### src/rtl/instruction_fetch_unit_pkg.sv
// Shared definitions for the instruction fetch stage.
// Contents:
//   fetch_state_t  - fetch FSM state encoding
//   OP_W           - width of the op field at the top of each instruction
//   OP_*           - opcode constants, matching the control decode table
package instruction_fetch_unit_pkg;

    typedef enum logic [1:0] {
        S_IDLE   = 2'd0,
        S_FETCH  = 2'd1,
        S_SQUASH = 2'd2,
        S_HOLD   = 2'd3
    } fetch_state_t;

    localparam int OP_W = 4;

    localparam logic [OP_W-1:0] OP_ADD  = 4'b0000;
    localparam logic [OP_W-1:0] OP_GRT  = 4'b0001;
    localparam logic [OP_W-1:0] OP_SUB  = 4'b0010;
    localparam logic [OP_W-1:0] OP_EQ   = 4'b0011;
    localparam logic [OP_W-1:0] OP_JALR = 4'b0100;
    localparam logic [OP_W-1:0] OP_LUI  = 4'b0101;
    localparam logic [OP_W-1:0] OP_JAL  = 4'b0110;
    localparam logic [OP_W-1:0] OP_ADDI = 4'b1000;
    localparam logic [OP_W-1:0] OP_LW   = 4'b1001;
    localparam logic [OP_W-1:0] OP_SW   = 4'b1010;
    localparam logic [OP_W-1:0] OP_BNE  = 4'b1011;
    localparam logic [OP_W-1:0] OP_WRI  = 4'b1100;

endpackage

### src/rtl/instruction_fetch_unit_skid.sv
// One-entry holding register for an instruction and the address it came from.
// Catches a memory response that lands while the output slot is full and stalled.
// Ports:
//   clk, reset        - clock, synchronous active-high reset
//   load              - capture in_instr/in_pc, mark full
//   unload            - entry handed to the output slot, mark empty
//   flush             - discard entry (redirect); wins over load/unload
//   in_instr, in_pc   - data to capture
//   valid, instr, pc  - current contents
module fetch_skid_reg #(
    parameter int PC_W    = 16,
    parameter int INSTR_W = 16
) (
    input  logic               clk,
    input  logic               reset,
    input  logic               load,
    input  logic               unload,
    input  logic               flush,
    input  logic [INSTR_W-1:0] in_instr,
    input  logic [PC_W-1:0]    in_pc,
    output logic               valid,
    output logic [INSTR_W-1:0] instr,
    output logic [PC_W-1:0]    pc
);

    always_ff @(posedge clk) begin
        if (reset) begin
            valid <= 1'b0;
            instr <= '0;
            pc    <= '0;
        end else if (flush) begin
            valid <= 1'b0;
        end else if (load) begin
            valid <= 1'b1;
            instr <= in_instr;
            pc    <= in_pc;
        end else if (unload) begin
            valid <= 1'b0;
        end
    end

endmodule

### src/rtl/instruction_fetch_unit.sv
// Fetch stage: owns the PC, fetches instructions over a req/ack memory port and
// presents at most one instruction per cycle to decode.
// Ports:
//   clk, reset                   - clock, synchronous active-high reset
//   imem_req, imem_addr          - fetch request and its address
//   imem_ack, imem_rdata         - response strobe and instruction data
//   stall                        - decode is not taking the output slot
//   redirect_valid, redirect_pc  - control-flow redirect, flushes the stage
//   if_valid, if_instr, if_op, if_pc - output slot to decode/control
module instruction_fetch_unit
    import instruction_fetch_unit_pkg::*;
#(
    parameter int              PC_W     = 16,
    parameter int              INSTR_W  = 16,
    parameter logic [PC_W-1:0] RESET_PC = '0,
    parameter int              PC_STEP  = 2
) (
    input  logic               clk,
    input  logic               reset,
    output logic               imem_req,
    output logic [PC_W-1:0]    imem_addr,
    input  logic               imem_ack,
    input  logic [INSTR_W-1:0] imem_rdata,
    input  logic               stall,
    input  logic               redirect_valid,
    input  logic [PC_W-1:0]    redirect_pc,
    output logic               if_valid,
    output logic [INSTR_W-1:0] if_instr,
    output logic [OP_W-1:0]    if_op,
    output logic [PC_W-1:0]    if_pc
);

    localparam logic [PC_W-1:0] STEP = PC_W'(PC_STEP);

    fetch_state_t      state, state_next;
    logic [PC_W-1:0]   pc, pc_next, addr_next, addr_inc;
    logic              deliver, to_skid, from_skid, flush;
    logic              skid_valid;
    logic [INSTR_W-1:0] skid_instr;
    logic [PC_W-1:0]   skid_pc;

    // Wraps naturally modulo 2^PC_W.
    assign addr_inc = imem_addr + STEP;
    assign imem_req = (state == S_FETCH) || (state == S_SQUASH);
    assign if_op    = if_instr[INSTR_W-1 -: OP_W];

    fetch_skid_reg #(.PC_W(PC_W), .INSTR_W(INSTR_W)) u_skid (
        .clk      (clk),
        .reset    (reset),
        .load     (to_skid),
        .unload   (from_skid),
        .flush    (flush),
        .in_instr (imem_rdata),
        .in_pc    (imem_addr),
        .valid    (skid_valid),
        .instr    (skid_instr),
        .pc       (skid_pc)
    );

    // A request already on the bus cannot be withdrawn, so a redirect without a
    // same-cycle ack parks in S_SQUASH until that response arrives and is dropped.
    always_comb begin
        state_next = state;
        pc_next    = pc;
        addr_next  = imem_addr;
        deliver    = 1'b0;
        to_skid    = 1'b0;
        from_skid  = 1'b0;
        flush      = 1'b0;
        if (redirect_valid) begin
            flush   = 1'b1;
            pc_next = redirect_pc;
            if ((state == S_FETCH || state == S_SQUASH) && !imem_ack) begin
                state_next = S_SQUASH;
            end else begin
                state_next = S_FETCH;
                addr_next  = redirect_pc;
            end
        end else begin
            case (state)
                S_IDLE: begin
                    state_next = S_FETCH;
                    addr_next  = pc;
                end
                S_FETCH: begin
                    if (imem_ack) begin
                        pc_next   = addr_inc;
                        addr_next = addr_inc;
                        if (if_valid && stall) begin
                            to_skid    = 1'b1;
                            state_next = S_HOLD;
                        end else begin
                            deliver = 1'b1;
                        end
                    end
                end
                S_HOLD: begin
                    if (!if_valid || !stall) begin
                        from_skid  = skid_valid;
                        state_next = S_FETCH;
                    end
                end
                S_SQUASH: begin
                    if (imem_ack) begin
                        state_next = S_FETCH;
                        addr_next  = pc;
                    end
                end
                default: state_next = S_IDLE;
            endcase
        end
    end

    // FSM, PC and request address registers.
    always_ff @(posedge clk) begin
        if (reset) begin
            state     <= S_IDLE;
            pc        <= RESET_PC;
            imem_addr <= '0;
        end else begin
            state     <= state_next;
            pc        <= pc_next;
            imem_addr <= addr_next;
        end
    end

    // Output slot: holds while stalled, drains when consumed with nothing new behind it.
    always_ff @(posedge clk) begin
        if (reset) begin
            if_valid <= 1'b0;
            if_instr <= '0;
            if_pc    <= '0;
        end else if (flush) begin
            if_valid <= 1'b0;
        end else if (deliver) begin
            if_valid <= 1'b1;
            if_instr <= imem_rdata;
            if_pc    <= imem_addr;
        end else if (from_skid) begin
            if_valid <= 1'b1;
            if_instr <= skid_instr;
            if_pc    <= skid_pc;
        end else if (if_valid && !stall) begin
            if_valid <= 1'b0;
        end
    end

endmodule

### config.mk
export PLATFORM = sky130hd
export DESIGN_NAME = instruction_fetch_unit
export DESIGN_NICKNAME = d
export VERILOG_FILES = /design/src/rtl/instruction_fetch_unit_pkg.sv /design/src/rtl/instruction_fetch_unit_skid.sv /design/src/rtl/instruction_fetch_unit.sv
export SDC_FILE = /design/constraint.sdc
export NUM_CORES = 1
export LEC_CHECK = 0
export ABC_CLOCK_PERIOD_IN_PS = 2280
export CAP_MARGIN = 30
export CORE_MARGIN = 2
export CORE_UTILIZATION = 52
export DETAILED_ROUTE_END_ITERATION = 8
export PLACE_DENSITY_LB_ADDON = 0.12
export SLEW_MARGIN = 10
export SYNTH_ARGS = -nofsm -noshare
export SYNTH_HDL_FRONTEND = slang
export SYNTH_SLANG_ARGS = --single-unit
### constraint.sdc
create_clock -name clk -period 2.28 [get_ports clk]
set_clock_uncertainty 0.1 [all_clocks]
set_input_delay 0.456 -clock clk [delete_from_list [all_inputs] [get_ports clk]]
set_output_delay 0.456 -clock clk [all_outputs]
set_load 0.02 [all_outputs]
==> metrics.txt <==
result of the run finished clean; weighted congestion at the end of routability-driven global placement 0.913; kind of start point of the critical path register; share of cells above drive strength 1 9.79%; slowest stage delay, CP 700 ps; maximum number of pins on one net before global-route repair 66; Worst setup EP type output pin; wire length of the first global-routing pass 19900 um; final net count 712; endpoint required time on the critical path 1720 ps; minimum setup slack among reg-to-reg paths 160 ps; number of placed cells counting well taps 769; total number of vias 4533; Mapped Nets 633; area grow syn2layout 26.2%; syn avg cell area 8.25 sq um; x dimension of the die 101 um; max-slew violation total from the final report 0; count of antenna-violating nets left after detailed routing 0; top post-synthesis cells by area sky130_fd_sc_hd__dfxtp_1 (41%), sky130_fd_sc_hd__mux2i_1 (7.4%), sky130_fd_sc_hd__nand2_1 (6.6%); GR Util All Layers approximately a quarter; highest attainable clock frequency 453 MHz; Die ar. about 0.010 sq mm; clock tree from TritonCTS done; number of buffers on the longest clock path 2; Site Rows 35; Final HPWL DP 8540 um; fillers 758; crit path DAT roughly 1700 ps; remaining global-route overflow 0; post-route fraction of the period consumed by the critical path 96.8%; Netlist cell types 59; max capacitance violation total 0; Worst Path Max Fanout 11; drt first-iter violations a little under 300; Buffers & Inverters on Critical Path 1; overall die height 101 um; number of clock sinks 100; Synth warnings 0; clock-pin slew reported for the worst setup and hold paths after clock tree synthesis 100 ps; cell with the most instances after synthesis sky130_fd_sc_hd__dfxtp_1; CP delay by family, top buffers and inverters; share of synthesized flip-flops with an asynchronous set or reset 0%; Main synth FF type sky130_fd_sc_hd__dfxtp_1; Finish-stage setup viols 0; CTS hold repair buffers 0; average wire length per cell after detail routing between 15 and 20 um; fraction of post-synthesis cell area in the top cell type by area 41.1%; cell leakage power 2.05 nW; insertion delay of the later-clocked pin in the worst-skew pair 360 ps; core occupancy in the finished layout 67.1%; I/O pin cnt 91; area of the mapped netlist approximately 0.0049 sq mm; worst rel slew slack between 50% and 60%; HP Start u_skid.instr[0]; crit path cell chain clkdlybuf4s50_1; class of the tightest hold or removal check register to register; Post-Synthesis Cells 590; I/O Buffers 90; Inserted Diodes 0; number of failing hold endpoints at the final stage 0; Initial Util 53.2%; CP startpoint imem_addr[6]; sequential fraction of the synthesis area 41.1%; Placeable Area 0.00915 sq mm; post-layout min period 2210 ps; transition time of the tightest slew-check pin 680 ps; Post-synth EDFFs 0; vias in the first global route 4216; post-synth top area cell sky130_fd_sc_hd__dfxtp_1; Seq cells post-synth 100; ranking of synthesized cells by instance count sky130_fd_sc_hd__dfxtp_1 (100), sky130_fd_sc_hd__nand2_1 (85), sky130_fd_sc_hd__a21oi_1 (55); htree depth 3; RSZ-0062 raised after global routing false; CP max stage cell sky130_fd_sc_hd__clkdlybuf4s50_1; clock root cell sky130_fd_sc_hd__clkbuf_8; DRC violation count after routing 0; vias per cell 5.77; Pwr Density ~650 mW/mm^2; total wire length after detailed routing 12100 um; first drt pass iteration count 5; r2r startpoint state[1]; antenna violations before repair 0; final cell count without fillers between 700 and 800; crit path kind register to output pin; total CTS buffers 9; peak ir drop on the vdd network approximately 0.32 mV
==> power breakdown <==
| group | switching [mW] | internal, mW | total, mW | leakage, nW |
|---|---|---|---|---|
| registers | 0.111 | 1.84 | 1.96 | 0.815 |
| clock network | 0.654 | 0.414 | 1.07 | 0.0892 |
| logic | 0.504 | 0.452 | 0.956 | 1.15 |
| total | 1.27 | 2.71 | 3.98 | 2.05 |
==> layout by cell type, fill, tap and decap left out, drive strengths merged, types with 4 or more instances in the layout <==
cell | netlist | routed
nor2b | 6 | 6
nand3 | 7 | 7
buf | 27 | 39
clkbuf | 33 | 9
nor3 | 12 | 12
a22o | 7 | 7
and3 | 5 | 5
mux2i | 36 | 36
nor4 | 7 | 7
or3 | 5 | 5
dfxtp | 100 | 100
xnor2 | 5 | 5
a21oi | 55 | 55
nand2b | 7 | 7
o32ai | 6 | 6
clkdlybuf4s50 | 0 | 88
a211oi | 37 | 37
a31oi | 8 | 8
clkinv | 1 | 4
o21ai | 21 | 21
inv | 11 | 13
nand2 | 85 | 85
nor2 | 51 | 51
ha | 6 | 6
nand4 | 4 | 4
o31a | 4 | 4
==> final cells by class <==
class	instances	area, sq um	share of cell area, %
Clock buffer	9	124	2.02
Clock inverter	7	60.1	0.977
Inverter	12	45.0	0.733
Multi-Input combinational cell	418	2540	41.4
Sequential cell	100	2000	32.6
Tap cell	111	139	2.26
Timing Repair Buffer	128	1230	20.0
==> routing by layer <==
layer  part of all wire [%]  up-vias  GRT usage (%)
met5                      0        -              0
met1                     48     2120           32.8
met3                    4.3       20           2.91
met4                    1.8        0           9.38
li1                       -     2257              -
met2                     46      136           39.5
==> metrics by stage <==
stage	cell area (sq um)	total power, mW	setup WS [ps]	TNS (ps)	hold slack [ps]
after floorplan	4870	2.54	197	0	336
after global placement	5960	2.93	-63.2	-148	340
after detailed placement	5960	2.95	-117	-772	348
after CTS	6140	4.01	51.1	0	360
after global routing	6140	4.17	5.61	0	374
final	6140	3.98	72.8	0	361
==> cells by family after synthesis <==
| kind of cell | count (synthesis) | synth area share (%) |
|---|---|---|
| AO/OA/AOI/OAI | 167 | 22.5 |
| buffers and inverters | 72 | 6.78 |
| AND/OR/NAND/NOR | 203 | 19.5 |
| XOR/XNOR | 5 | 0.899 |
| multiplexers | 37 | 7.63 |
| flip-flops | 100 | 41.1 |
| adder cells (fa/ha/maj) | 6 | 1.54 |
==> final timing paths <==
path | cells past startpoint | endpoint
min | 2 | u_skid.instr[0]
min reg2reg | 2 | u_skid.instr[0]
max reg2reg | 6 | imem_addr[7]
max | 1 | imem_addr[6]
==> flip-flops by register name, summed over array words and instances (netlist names) <==
name,flops
u_skid.valid,1
u_skid.pc,16
pc,16
state,2
if_valid,1
u_skid.instr,16
imem_addr,16
if_pc,16
if_instr,16
==> repair_timing <==
item                       4_1_cts  5_1_grt
setup endpoints to repair        1        0
buffers inserted                 0        0
gates resized for setup          1        0
Note: power is estimated with default switching activity, not from simulation.
